File: src/rtl/game_state_manager.sv
`default_nettype none
// ============================================================================
//  Module      : game_state_manager
//  Description : Game-rule FSM. Consumes single-hit collision pulses, tracks
//                lives, score, post-death invulnerability and the level-win
//                sequence; drives freeze/game_over to the sprite movers and
//                next_level/respawn back to the frame controller.
//  Revision    : 1.0 - initial release
// ============================================================================
module game_state_manager #(
    parameter int unsigned LIVES_INIT    = 3,
    parameter int unsigned DEATH_FRAMES  = 45,
    parameter int unsigned INVULN_FRAMES = 60,
    parameter int unsigned WIN_FRAMES    = 90,
    parameter int unsigned BONUS_POINTS  = 100,
    parameter int unsigned GOAL_POINTS   = 1000,
    parameter int unsigned SCORE_W       = 16
) (
    input  logic               clk,
    input  logic               reset,
    input  logic               startOfFrame,
    input  logic               start_game,
    input  logic               hit_hazard_a,
    input  logic               hit_hazard_b,
    input  logic               hit_goal,
    input  logic               hit_bonus,
    output logic [2:0]         state,
    output logic [2:0]         lives,
    output logic [SCORE_W-1:0] score,
    output logic               freeze,
    output logic               invulnerable,
    output logic               next_level,
    output logic               respawn,
    output logic               game_over
);

    localparam logic [2:0] ST_IDLE      = 3'd0;
    localparam logic [2:0] ST_PLAY      = 3'd1;
    localparam logic [2:0] ST_DYING     = 3'd2;
    localparam logic [2:0] ST_LEVEL_UP  = 3'd3;
    localparam logic [2:0] ST_GAME_OVER = 3'd4;

    localparam int unsigned MAX_AB     = (DEATH_FRAMES > INVULN_FRAMES) ? DEATH_FRAMES : INVULN_FRAMES;
    localparam int unsigned MAX_FRAMES = (MAX_AB > WIN_FRAMES) ? MAX_AB : WIN_FRAMES;
    localparam int unsigned TMR_W      = $clog2(MAX_FRAMES) + 1;
    // Wide enough that score + bonus + goal can never overflow before saturation.
    localparam int unsigned SUM_W      = SCORE_W + 34;

    localparam logic [TMR_W-1:0] DEATH_LAST  = TMR_W'(DEATH_FRAMES - 1);
    localparam logic [TMR_W-1:0] INVULN_LAST = TMR_W'(INVULN_FRAMES - 1);
    localparam logic [TMR_W-1:0] WIN_LAST    = TMR_W'(WIN_FRAMES - 1);

    logic [2:0]         state_q,        state_d;
    logic [2:0]         lives_q,        lives_d;
    logic [SCORE_W-1:0] score_q,        score_d;
    logic [TMR_W-1:0]   timer_q,        timer_d;
    logic [TMR_W-1:0]   inv_tmr_q,      inv_tmr_d;
    logic               freeze_q,       freeze_d;
    logic               invulnerable_q, invulnerable_d;
    logic               next_level_q,   next_level_d;
    logic               respawn_q,      respawn_d;
    logic               game_over_q,    game_over_d;

    logic               hazard;
    logic [SUM_W-1:0]   score_sum;
    logic [SCORE_W-1:0] score_sat;

    // Saturating score update for the bonus/goal pulses of this clock.
    always_comb begin
        hazard    = hit_hazard_a | hit_hazard_b;
        score_sum = SUM_W'(score_q)
                  + (hit_bonus ? SUM_W'(BONUS_POINTS) : '0)
                  + (hit_goal  ? SUM_W'(GOAL_POINTS)  : '0);
        score_sat = (|score_sum[SUM_W-1:SCORE_W]) ? {SCORE_W{1'b1}} : score_sum[SCORE_W-1:0];
    end

    // Next-state logic for the game FSM, timers, lives and score.
    always_comb begin
        state_d        = state_q;
        lives_d        = lives_q;
        score_d        = score_q;
        timer_d        = timer_q;
        inv_tmr_d      = inv_tmr_q;
        invulnerable_d = invulnerable_q;
        next_level_d   = 1'b0;
        respawn_d      = 1'b0;

        case (state_q)
            ST_IDLE, ST_GAME_OVER: begin
                if (start_game) begin
                    state_d        = ST_PLAY;
                    lives_d        = 3'(LIVES_INIT);
                    score_d        = '0;
                    timer_d        = '0;
                    inv_tmr_d      = '0;
                    invulnerable_d = 1'b0;
                end
            end
            ST_PLAY: begin
                score_d = score_sat;
                // Immunity window only elapses while actually playing.
                if (invulnerable_q && startOfFrame) begin
                    if (inv_tmr_q == INVULN_LAST) begin
                        invulnerable_d = 1'b0;
                        inv_tmr_d      = '0;
                    end else begin
                        inv_tmr_d = inv_tmr_q + 1'b1;
                    end
                end
                // Reaching the goal wins over a coincident hazard.
                if (hit_goal) begin
                    state_d        = ST_LEVEL_UP;
                    timer_d        = '0;
                    invulnerable_d = 1'b0;
                    inv_tmr_d      = '0;
                end else if (hazard && !invulnerable_q) begin
                    state_d = ST_DYING;
                    timer_d = '0;
                    if (lives_q != 3'd0) begin
                        lives_d = lives_q - 3'd1;
                    end
                end
            end
            ST_DYING: begin
                if (startOfFrame) begin
                    if (timer_q == DEATH_LAST) begin
                        timer_d = '0;
                        if (lives_q == 3'd0) begin
                            state_d = ST_GAME_OVER;
                        end else begin
                            state_d        = ST_PLAY;
                            respawn_d      = 1'b1;
                            invulnerable_d = 1'b1;
                            inv_tmr_d      = '0;
                        end
                    end else begin
                        timer_d = timer_q + 1'b1;
                    end
                end
            end
            ST_LEVEL_UP: begin
                if (startOfFrame) begin
                    if (timer_q == WIN_LAST) begin
                        timer_d      = '0;
                        state_d      = ST_PLAY;
                        next_level_d = 1'b1;
                    end else begin
                        timer_d = timer_q + 1'b1;
                    end
                end
            end
            default: begin
                state_d = ST_IDLE;
            end
        endcase

        freeze_d    = (state_d != ST_PLAY);
        game_over_d = (state_d == ST_GAME_OVER);
    end

    // State and output registers; reset aborts any sequence at once.
    always_ff @(posedge clk or posedge reset) begin
        if (reset) begin
            state_q        <= ST_IDLE;
            lives_q        <= 3'(LIVES_INIT);
            score_q        <= '0;
            timer_q        <= '0;
            inv_tmr_q      <= '0;
            freeze_q       <= 1'b1;
            invulnerable_q <= 1'b0;
            next_level_q   <= 1'b0;
            respawn_q      <= 1'b0;
            game_over_q    <= 1'b0;
        end else begin
            state_q        <= state_d;
            lives_q        <= lives_d;
            score_q        <= score_d;
            timer_q        <= timer_d;
            inv_tmr_q      <= inv_tmr_d;
            freeze_q       <= freeze_d;
            invulnerable_q <= invulnerable_d;
            next_level_q   <= next_level_d;
            respawn_q      <= respawn_d;
            game_over_q    <= game_over_d;
        end
    end

    assign state        = state_q;
    assign lives        = lives_q;
    assign score        = score_q;
    assign freeze       = freeze_q;
    assign invulnerable = invulnerable_q;
    assign next_level   = next_level_q;
    assign respawn      = respawn_q;
    assign game_over    = game_over_q;

endmodule
`default_nettype wire

File: config.mk
export PLATFORM = sky130hd
export DESIGN_NAME = game_state_manager
export DESIGN_NICKNAME = d
export VERILOG_FILES = /design/src/rtl/game_state_manager.sv
export SDC_FILE = /design/constraint.sdc
export NUM_CORES = 1
export LEC_CHECK = 0
export ABC_AREA = 1
export CAP_MARGIN = 20
export CORE_ASPECT_RATIO = 0.7
export CORE_MARGIN = 3
export CORE_UTILIZATION = 60
export CTS_BUF_LIST = sky130_fd_sc_hd__clkbuf_2 sky130_fd_sc_hd__clkbuf_4 sky130_fd_sc_hd__clkbuf_8
export DETAILED_ROUTE_END_ITERATION = 7
export PLACE_DENSITY = 0.84
export REMOVE_ABC_BUFFERS = 1
export SLEW_MARGIN = 30
export SYNTH_ARGS = -nofsm -noshare
export SYNTH_HDL_FRONTEND = slang
export SYNTH_SLANG_ARGS = --single-unit
File: constraint.sdc
create_clock -name clk -period 3.75 [get_ports clk]
set_input_delay 1.125 -clock clk [delete_from_list [all_inputs] [get_ports clk]]
set_output_delay 1.125 -clock clk [all_outputs]
set_load 0.05 [all_outputs]
; After elaboration in Yosys (flattened, before gate mapping)
; Index checks and enable logic that the tools add are counted.
[totals]
register_bits = 43
latchBits = 0
rom_bits = 0
wordCells = 101
mem_count = 0
ram_bits = 0
out_inout_bits = 27
in_bits = 8
[op_classes]
n_reduce_logical = 16
n_eq_ne = 20
n_shift = 0
addsub = 5
mux = 49
magnitude_cmp = 0
div_mod_pow = 0
multipliers = 0
bitwise = 1
[ops]
columns = op, n
row1 = $mux 8, 13
row2 = $mux 3, 12
row3 = $reduce_or 34->1, 1
row4 = $mux 16, 2
row5 = $pmux 16 s2, 1
row6 = $pmux 8 s4, 1
row7 = $pmux 8 s3, 1
row8 = $add 17x10->18, 1
row9 = $add 16x7->17, 1
row10 = $add 8x1->8 const B, 2
row11 = $eq 8x6->1 const B, 2
row12 = $ne 2x2->1 const B, 8
row13 = $mux 1, 14
row14 = $pmux 3 s4, 1
row15 = $mux 10, 1
row16 = $reduce_and 5->1, 2
row17 = $ne 3x3->1 const B, 3
row18 = $eq 8x7->1 const B, 1
row19 = $mux 7, 1
row20 = $reduce_and 7->1, 1
row21 = $eq 3x2->1 const B, 2
row22 = $eq 3x3->1 const B, 2
row23 = $logic_not 3->1, 2
row24 = $pmux 3 s2, 1
row25 = other kinds (13), 15

; Longest topological paths before layout
; Gate-level depths: netlist (run 1).
[depth]
depth_word = 6
depth_mapped = 15
mapped_depth_nobuf = 14

; Worst setup path before layout (run 1)
; No wires, ideal clock.
[synth_path]
path_kind = input-to-reg
startpoint = input port hit_goal
endpoint = register score_q[5] (netlist: score[5])
required_time_ns = 3.619
path_slack_ns = 0.698
path_buffers = 2
arrival_ns = 2.921
stages = 13
setup_ns = 0.131
path_cell_list = buf_2 inv_1 fa_1 inv_1 ha_1 nand2_1 nand3b_1 nand2_1 nand2_1 nand2_2 nand2_1 buf_4 o211ai_1
[synth_via]
elab_chain_len = 5
[synth_rtl]
columns = item, line
row1 = from (decl), 25  ; input logic hit_goal,
row2 = $mux 10 (*), 73  ; + (hit_goal ? SUM_W'(GOAL_POINTS) : '0);
row3 = $add 17x10->18 (*), 73
row4 = $reduce_or 34->1, 74  ; score_sat = (|score_sum[SUM_W-1:SCORE_W]) ? {SCORE_W{1'b1}} : score_sum[SCORE_W-1:0];
row5 = $mux 16 (*), 74
row6 = $pmux 16 s2 (*), 88  ; case (state_q)
row7 = to (signal assigned), 177  ; score_q <= score_d;
row8 = to (decl), 55  ; logic [SCORE_W-1:0] score_q, score_d;
; Mark *: on every way between the ends. The rest lies on a longest branch, timed or not.
; A chain may end at the register's enable or synchronous reset.

; Worst setup path after layout (run 1)
[layout_path]
startpoint = input port hit_bonus
endpoint = register score_q[6] (netlist: score[6])
[layout_via]
elab_chain_len = 6
[layout_rtl]
columns = item, line
row1 = from (decl), 26  ; input logic hit_bonus,
row2 = $mux 7 (*), 72  ; + (hit_bonus ? SUM_W'(BONUS_POINTS) : '0)
row3 = $add 16x7->17 (*), 72
row4 = $add 17x10->18 (*), 73
row5 = $reduce_or 34->1, 74
row6 = $mux 16 (*), 74
row7 = $pmux 16 s2 (*), 88
; Marks and branches as above.

==> impl_summary.log, run 1 <==
[metrics] register area share after synthesis: between 30% and 40%
[metrics] post_cts resized: 0
[metrics] end of the worst register-to-register path: timer_q[0]
[metrics] Detailed Route WL: between 7000 and 8000 um
[metrics] clock tree sinks: 42
[metrics] area occupied by registers: 1055 um2
[metrics] type of the tightest min-delay check: reg -> reg
[metrics] total CTS buffers: 5
[metrics] worst slack at placement: 0.02158 ns
[metrics] path depth of the worst reg2reg path: 8
[metrics] clock latency of the later-clocked register in the worst-skew pair: 0.30 ns
[metrics] Buffers & Inverters on Critical Path: 3
[metrics] first-pass GRT wire length: approximately 13000 um
[metrics] Seq pwr share: 27.3%
[metrics] starting utilization of the core area: 65.17%
[metrics] fraction of final layout cells with drive strength greater than 1: 4.915%
[metrics] Cells after Synth: 430
[metrics] final-report hold violation count: 0
[metrics] Ports: 35
[metrics] average wire length per cell after detail routing: approximately 14 um
[metrics] transition time of the tightest slew-check pin: 0.7041 ns
[metrics] endpoint type of the worst setup path: register
[metrics] commonest register cell after synthesis: sky130_fd_sc_hd__dfrtp_1
[metrics] cell row count: 20
[metrics] Std-Cell Core Area: approximately 4500 um2
[metrics] cell area after placement: 3353 um2
[metrics] clock slew seen by the registers of the worst setup and hold paths: around 0.080 ns
[metrics] pin count of the biggest net entering global routing: 43
[metrics] number of hold buffers added after cts: 0
[metrics] CTS root buf: sky130_fd_sc_hd__clkbuf_8
[metrics] fin worst setup slack: 0.2765 ns
[metrics] Final Instance Area: 3473 um2
[metrics] layout net count: 496
[metrics] pins over their slew limit: 0
[metrics] Synth Cell Area: between 2000 and 3000 um2
[metrics] RSZ-0062 raised after global routing: false
[metrics] Slew Limit Headroom: 53.01%
[metrics] Leak: 0.001783 uW
[metrics] die width: 89.83 um
[metrics] area growth from synthesis to layout: 17.68%
[metrics] net switching power: 1220 uW
[metrics] clock network fraction of design power: 15.7%
[metrics] worst-case register-to-register setup slack: 1.25 ns
[metrics] buffers added on ports: 34
[metrics] Slowest cell on crit path: sky130_fd_sc_hd__clkdlybuf4s50_1
[metrics] leading cell type in the layout, fill and taps excluded: sky130_fd_sc_hd__nand2_1
[metrics] synthesized area divided by synthesized cell count: 6.864 um2
[metrics] PD cells: 703.8 nW/um2
[metrics] most frequent cells in the layout: 140 x sky130_fd_sc_hd__nand2_1, 60 x sky130_fd_sc_hd__inv_1, 51 x sky130_fd_sc_hd__nand3_1
[metrics] antenna violations before repair: 0
[metrics] critical path startpoint category: input pin
[metrics] via count of the first global-routing pass: 2799
[metrics] Bufs on Longest Clock Path: 2
[metrics] switching fraction of total power: 49.92%
[metrics] max-capacitance violation count: 0
[metrics] final core occ: 76.69%
[metrics] Critical Path RT: 3.89 ns
[metrics] Total Routing Usage GR: 27.12%
[metrics] YS warnings: 0
[metrics] Internal: 1224 uW
[metrics] Critical Setup Path Class: in -> reg
[metrics] start of the worst register-to-register path: state[1]
[metrics] detailed-routing iteration count for the pre-antenna-repair pass: 5
[metrics] total grt overflow: 0
[metrics] CTS tree: done
[metrics] total via count after detailed routing: 2972
[metrics] combinational power share: between 50% and 60%
[metrics] number of nets with antenna violations after routing: 0
[metrics] RePlAce Congestion: between 0.8 and 0.9
[metrics] Die Area: 5810 um2
[metrics] cell-by-cell trace of the critical path: clkdlybuf4s50_1 -> inv_1 -> fa_1 -> inv_1 -> ha_1 -> nand2_1 -> nand3b_1 -> nand2_1 -> nand2_1 -> nand2_2 -> nand2_1 -> o211ai_1
[metrics] Fin Setup TNS: 0 ns
[metrics] vias per cell: 5.566
[metrics] DP HPWL: 5479 um
[metrics] CP arrival: about 3.6 ns
[metrics] EDFF count, synth: 0
[metrics] time the worst path needs with I/O delays and setup: 3.474 ns
[metrics] share of synthesized flip-flops with an asynchronous set or reset: 100.0%
[metrics] count of cell types in the netlist: 30
[metrics] largest fanout of any net on the critical path: 11
[metrics] fraction of the cycle the final worst path needs: 92.63%
[metrics] number of register bits inferred by synthesis: 42
[metrics] H-tree lvl count: 2
[metrics] filler cell count in the final layout: between 300 and 400
[metrics] total power: 2445 uW
[metrics] number of inserted diodes: 0
[metrics] fmax: 287.9 MHz
[metrics] longest individual stage delay on the worst path: 0.53 ns
[metrics] worst supply voltage drop on vdd: 0.0004796 V
[metrics] final setup vio count: 0
[metrics] family of cells with the greatest summed delay on the critical path: adder cells
[metrics] status: complete, no violations
[metrics] multi-input combinational cell area: 1613 um2
[metrics] Critical Path Most Common Cell: sky130_fd_sc_hd__nand2_1
[metrics] violation count after the first detailed-routing iteration: 257
[metrics] launch point of the worst path: hit_bonus
[metrics] clock skew: about 0.007 ns
[metrics] depth of the critical timing path with buffers and inverters included: 12
[metrics] Die Y-Extent: 64.68 um
[metrics] count of unresolved DRC violations after routing: 0
[metrics] number of setup buffers added after CTS: 0
[metrics] last element of the critical path: score[6]
logic make-up (layout without fill, tap and decap cells):
kind of cell	Yosys count	after routing	share of synthesized area (%)
AND/OR/NAND/NOR	252	252	36.07
adder cells (fa/ha/maj)	21	21	9.665
AO/OA/AOI/OAI	39	39	7.122
XOR/XNOR	6	6	1.781
buffers and inverters	70	108	9.622
flip-flops	42	42	35.74
synthesized netlist by cell type, drive strengths merged (2+ instances only):
master	n	area (um2)
xnor2	3	26.28
nand3	51	255.2
buf	8	51.29
a21oi	9	45.04
dfrtp	39	975.9
nand2	142	538.0
nand4	6	37.54
ha	18	225.2
nor3	6	30.03
nand3b	2	15.01
nor2	42	170.2
or2	2	12.51
o22ai	2	12.51
xor2	3	26.28
inv	61	229.0
o21ai	23	115.1
dfstp	3	78.83
o211ai	3	22.52
fa	3	60.06
layout make-up:
| class | count | share of cell area [%] |
|---|---|---|
| Tap cell | 66 | 2.378 |
| Sequential cell | 42 | 30.37 |
| Clock inverter | 1 | 0.8646 |
| Timing Repair Buffer | 38 | 10.66 |
| Multi-Input combinational cell | 318 | 46.43 |
| Clock buffer | 7 | 2.594 |
| Inverter | 62 | 6.700 |
worst reg2reg max path: stages, from the launching register on:
cell and delay [ns]:
sky130_fd_sc_hd__dfrtp_1 0.43, sky130_fd_sc_hd__inv_1 0.11, sky130_fd_sc_hd__nand3_1 0.39, sky130_fd_sc_hd__inv_1 0.70
sky130_fd_sc_hd__nand3_1 0.20, sky130_fd_sc_hd__nand2_2 0.22, sky130_fd_sc_hd__inv_2 0.10, sky130_fd_sc_hd__nand2_1 0.17
sky130_fd_sc_hd__o21ai_1 0.08
power by group through the flow:
stage / clock network [uW] / registers, uW / logic, uW
after floorplan: 0 / 926 / 723
after global placement: 0 / 668 / 1330
after detailed placement: 0 / 672 / 1370
after CTS: 389 / 666 / 1380
after global routing: 412 / 686 / 1540
final: 383 / 667 / 1390
sequential cells by signal, summed over array words and instances (netlist names):
signal,flops
timer_q,8
freeze,1
game_over,1
invulnerable,1
state,3
next_level,1
lives,3
score,15
inv_tmr_q,8
respawn,1
per-layer routing:
metal	share of wire, %	global-route usage [%]
met1	48	37.54
met2	44	44.76
met3	7.4	4.640
met4	1.1	6.883
met5	0	0
worst min path at each step:
| stage | startpoint | endpoint | cells past startpoint | slack (ns) |
|---|---|---|---|---|
| after global placement | inv_tmr_q[7] | inv_tmr_q[7] | 2 | 0.49 |
| after CTS | score[1] | score[1] | 2 | 0.53 |
| after floorplan | inv_tmr_q[6] | inv_tmr_q[6] | 2 | 0.47 |
| final | score[1] | score[1] | 2 | 0.54 |
| after detailed placement | inv_tmr_q[1] | inv_tmr_q[1] | 2 | 0.51 |
| after global routing | score[1] | score[1] | 2 | 0.55 |
stage by stage:
step	instances	hold WS [ns]
after CTS	534	0.5346
after global routing	534	0.5459
after floorplan	422	0.4708
after detailed placement	526	0.5072
after global placement	526	0.4939
final	534	0.5389
(Power assumes the default switching activity.)
==> run 2, diff against run 1 <==
CELL_PAD_IN_SITES_DETAIL_PLACEMENT = 1   (was not set)
CELL_PAD_IN_SITES_GLOBAL_PLACEMENT = 1   (was not set)
CORE_UTILIZATION = 45   (was 60)
PLACE_DENSITY = 0.87   (was 0.84)
==> impl_summary.log, run 2 (same netlist as run 1, synthesis figures left out) <==
[metrics] status: complete, no violations
[metrics] fraction of final layout cells with drive strength greater than 1: 5.532% (+0.62 points)
[metrics] total via count after detailed routing: 3001 (+0.98%)
[metrics] number of placed cells counting well taps: 540 (+2.7%)
[metrics] transition time of the tightest slew-check pin: 0.7409 ns (+0.03675 ns)
[metrics] fraction of the cycle the final worst path needs: 91.41% (-1.2 points)
[metrics] Detailed Route WL: 8883 um (+20%)
[metrics] number of setup buffers added after CTS: 0 (unchanged)
[metrics] cell row count: 24 (+20%)
[metrics] worst supply voltage drop on vdd: 0.0003973 V (-17%)
[metrics] CTS root buf: sky130_fd_sc_hd__clkbuf_8
[metrics] Std-Cell Core Area: 6276 um2 (+39%)
[metrics] CTS tree: done
[metrics] die width: 102.8 um (+14%)
[metrics] Die Area: 7583 um2 (+31%)
[metrics] final setup vio count: 0 (unchanged)
[metrics] clock tree sinks: 42 (unchanged)
[metrics] Total Routing Usage GR: 24.86% (-2.3 points)
[metrics] pins over their slew limit: 0 (unchanged)
[metrics] Leak: 0.001800 uW (+0.99%)
[metrics] detailed-routing iteration count for the pre-antenna-repair pass: 5 (unchanged)
[metrics] endpoint type of the worst setup path: register
[metrics] total CTS buffers: 5 (unchanged)
[metrics] Largest register FFs: 15 (unchanged)
[metrics] leading cell type in the layout, fill and taps excluded: sky130_fd_sc_hd__nand2_1
[metrics] layout net count: 498 (+0.40%)
[metrics] total grt overflow: 0 (unchanged)
[metrics] final-report hold violation count: 0 (unchanged)
[metrics] post_cts resized: 0 (unchanged)
[metrics] type of the tightest min-delay check: reg -> reg
[metrics] clock latency of the later-clocked register in the worst-skew pair: 0.31 ns (about the same)
[metrics] largest fanout of any net on the critical path: 12 (+1)
[metrics] pin count of the biggest net entering global routing: 29 (-33%)
[metrics] vias per cell: 5.476 (-1.6%)
[metrics] most frequent cells in the layout: 140 x sky130_fd_sc_hd__nand2_1, 59 x sky130_fd_sc_hd__inv_1, 51 x sky130_fd_sc_hd__nand3_1
[metrics] average wire length per cell after detail routing: 16.21 um (+17%)
[metrics] Critical Path Most Common Cell: sky130_fd_sc_hd__nand2_1
[metrics] via count of the first global-routing pass: 3034 (+8.4%)
[metrics] Critical Setup Path Class: in -> reg
[metrics] Bufs on Longest Clock Path: 2 (unchanged)
[metrics] Final Hold Slack: 0.5250 ns (-0.01397 ns)
[metrics] buffers added on ports: 34 (unchanged)
[metrics] max-capacitance violation count: 0 (unchanged)
[metrics] number of nets with antenna violations after routing: 0 (unchanged)
[metrics] DP HPWL: 6800 um (+24%)
[metrics] Critical Path RT: 3.98 ns (+0.09 ns)
[metrics] Ports: 35 (unchanged)
[metrics] cell-by-cell trace of the critical path: clkdlybuf4s50_1 -> buf_4 -> ha_1 -> ha_1 -> nand2_1 -> nor2_1 -> inv_1 -> nor2_1 -> nand2_1 -> nand2_2 -> nand2_1 -> nand3_1
[metrics] clock slew seen by the registers of the worst setup and hold paths: 0.09 ns (about the same)
[metrics] violation count after the first detailed-routing iteration: 105 (-59%)
[metrics] count of unresolved DRC violations after routing: 0 (unchanged)
[metrics] number of hold buffers added after cts: 0 (unchanged)
[metrics] fmax: 291.7 MHz (+1.3%)
[metrics] Fin Setup TNS: 0 ns (unchanged)
[metrics] Slew Limit Headroom: 50.56% (-2.5 points)
[metrics] starting utilization of the core area: 47.03% (-18 points)
[metrics] time the worst path needs with I/O delays and setup: 3.428 ns (-0.04563 ns)
[metrics] Slowest cell on crit path: sky130_fd_sc_hd__clkdlybuf4s50_1
[metrics] PD cells: 727.9 nW/um2 (+3.4%)
[metrics] CP arrival: 3.66 ns (+0.05 ns)
[metrics] Die Y-Extent: 73.76 um (+14%)
[metrics] area growth from synthesis to layout: 19.50%
[metrics] first-pass GRT wire length: 14660 um (+15%)
[metrics] Post-Layout Cell Count: 548 (+2.6%)
[metrics] antenna violations before repair: 0 (unchanged)
[metrics] RePlAce Congestion: 0.8424 (-2.3%)
[metrics] clock skew: 0.005986 ns (-0.001009 ns)
[metrics] RSZ-0062 raised after global routing: false
[metrics] total power: 2568 uW (+5.0%)
[metrics] critical path startpoint category: input pin
[metrics] H-tree lvl count: 2 (unchanged)
[metrics] longest individual stage delay on the worst path: 0.47 ns (-0.06 ns)
[metrics] Buffers & Inverters on Critical Path: 3 (unchanged)
[metrics] number of inserted diodes: 0 (unchanged)
[metrics] family of cells with the greatest summed delay on the critical path: simple AND/OR/NAND/NOR gates
run 2: cell types whose count changed in the layout (fill, tap and decap cells not counted):
cell                        before  now
sky130_fd_sc_hd__bufinv_16       1    2
sky130_fd_sc_hd__buf_4           4    6
sky130_fd_sc_hd__clkbuf_4        1    0
sky130_fd_sc_hd__clkinv_2        0    1
sky130_fd_sc_hd__inv_1          60   59
run 2: power breakdown:
| group | switching [uW] | total [uW] | internal (uW) |
|---|---|---|---|
| registers | 114 | 676 | 562 |
| clock network | 179 | 463 | 284 |
| logic | 985 | 1430 | 444 |
run 2: per-stage QoR:
| stage | setup WS, ns | utilization (%) | cell area, um2 |
|---|---|---|---|
| finish | 0.3221 | 56.20 | 3527 |
| floorplan | 0.8305 | - | 2900 |
| global placement | 0.1340 | 53.91 | 3383 |
| global route | 0.1095 | 56.20 | 3527 |
| CTS | 0.3305 | 56.20 | 3527 |
| detailed placement | 0.04913 | 53.93 | 3385 |
run 2: worst reg2reg max path, delay by kind of cell, from the launching register on:
family | cells | cell delay, ns
AND/OR/NAND/NOR | 4 | 0.96
flip-flops | 1 | 0.42
AO/OA/AOI/OAI | 1 | 0.09
buffers and inverters | 3 | 0.97
run 2: layout make-up:
type | instances | area [um2]
Tap cell | 78 | 97.59
Fill cell | 846 | 2749
Sequential cell | 42 | 1055
Clock inverter | 2 | 60.06
Timing Repair Buffer | 40 | 385.4
Inverter | 62 | 234.0
Multi-Input combinational cell | 318 | 1613
Clock buffer | 6 | 82.58
run 2: path summary, 6_finish.rpt:
| check | from | end | slack (ns) | depth (start not counted) |
|---|---|---|---|---|
| setup / recovery | hit_goal | score[11] | 0.32 | 12 |
| hold / removal | inv_tmr_q[7] | inv_tmr_q[7] | 0.52 | 2 |
| setup reg to reg | state[2] | timer_q[6] | 1.19 | 8 |
| hold reg to reg | inv_tmr_q[7] | inv_tmr_q[7] | 0.52 | 2 |
| max in group asynchronous | reset | lives[0] | 1.98 | 3 |
| min in group asynchronous | reset | timer_q[0] | 1.16 | 2 |
run 2: routing by layer:
metal | up-vias | share of wire, % | track usage, %
met5 | - | 0 | 0
met4 | 0 | 1.3 | 6.466
met3 | 15 | 4.2 | 3.795
met2 | 65 | 46 | 38.84
met1 | 1475 | 49 | 36.01
li1 | 1446 | - | -
==> run 3, diff against run 2 <==
CAP_MARGIN = not set   (was 20)
GPL_ROUTABILITY_DRIVEN = 0   (was not set)
==> results of run 3 <==
No change in the layout: final DEF, timing and power equal those of run 2.
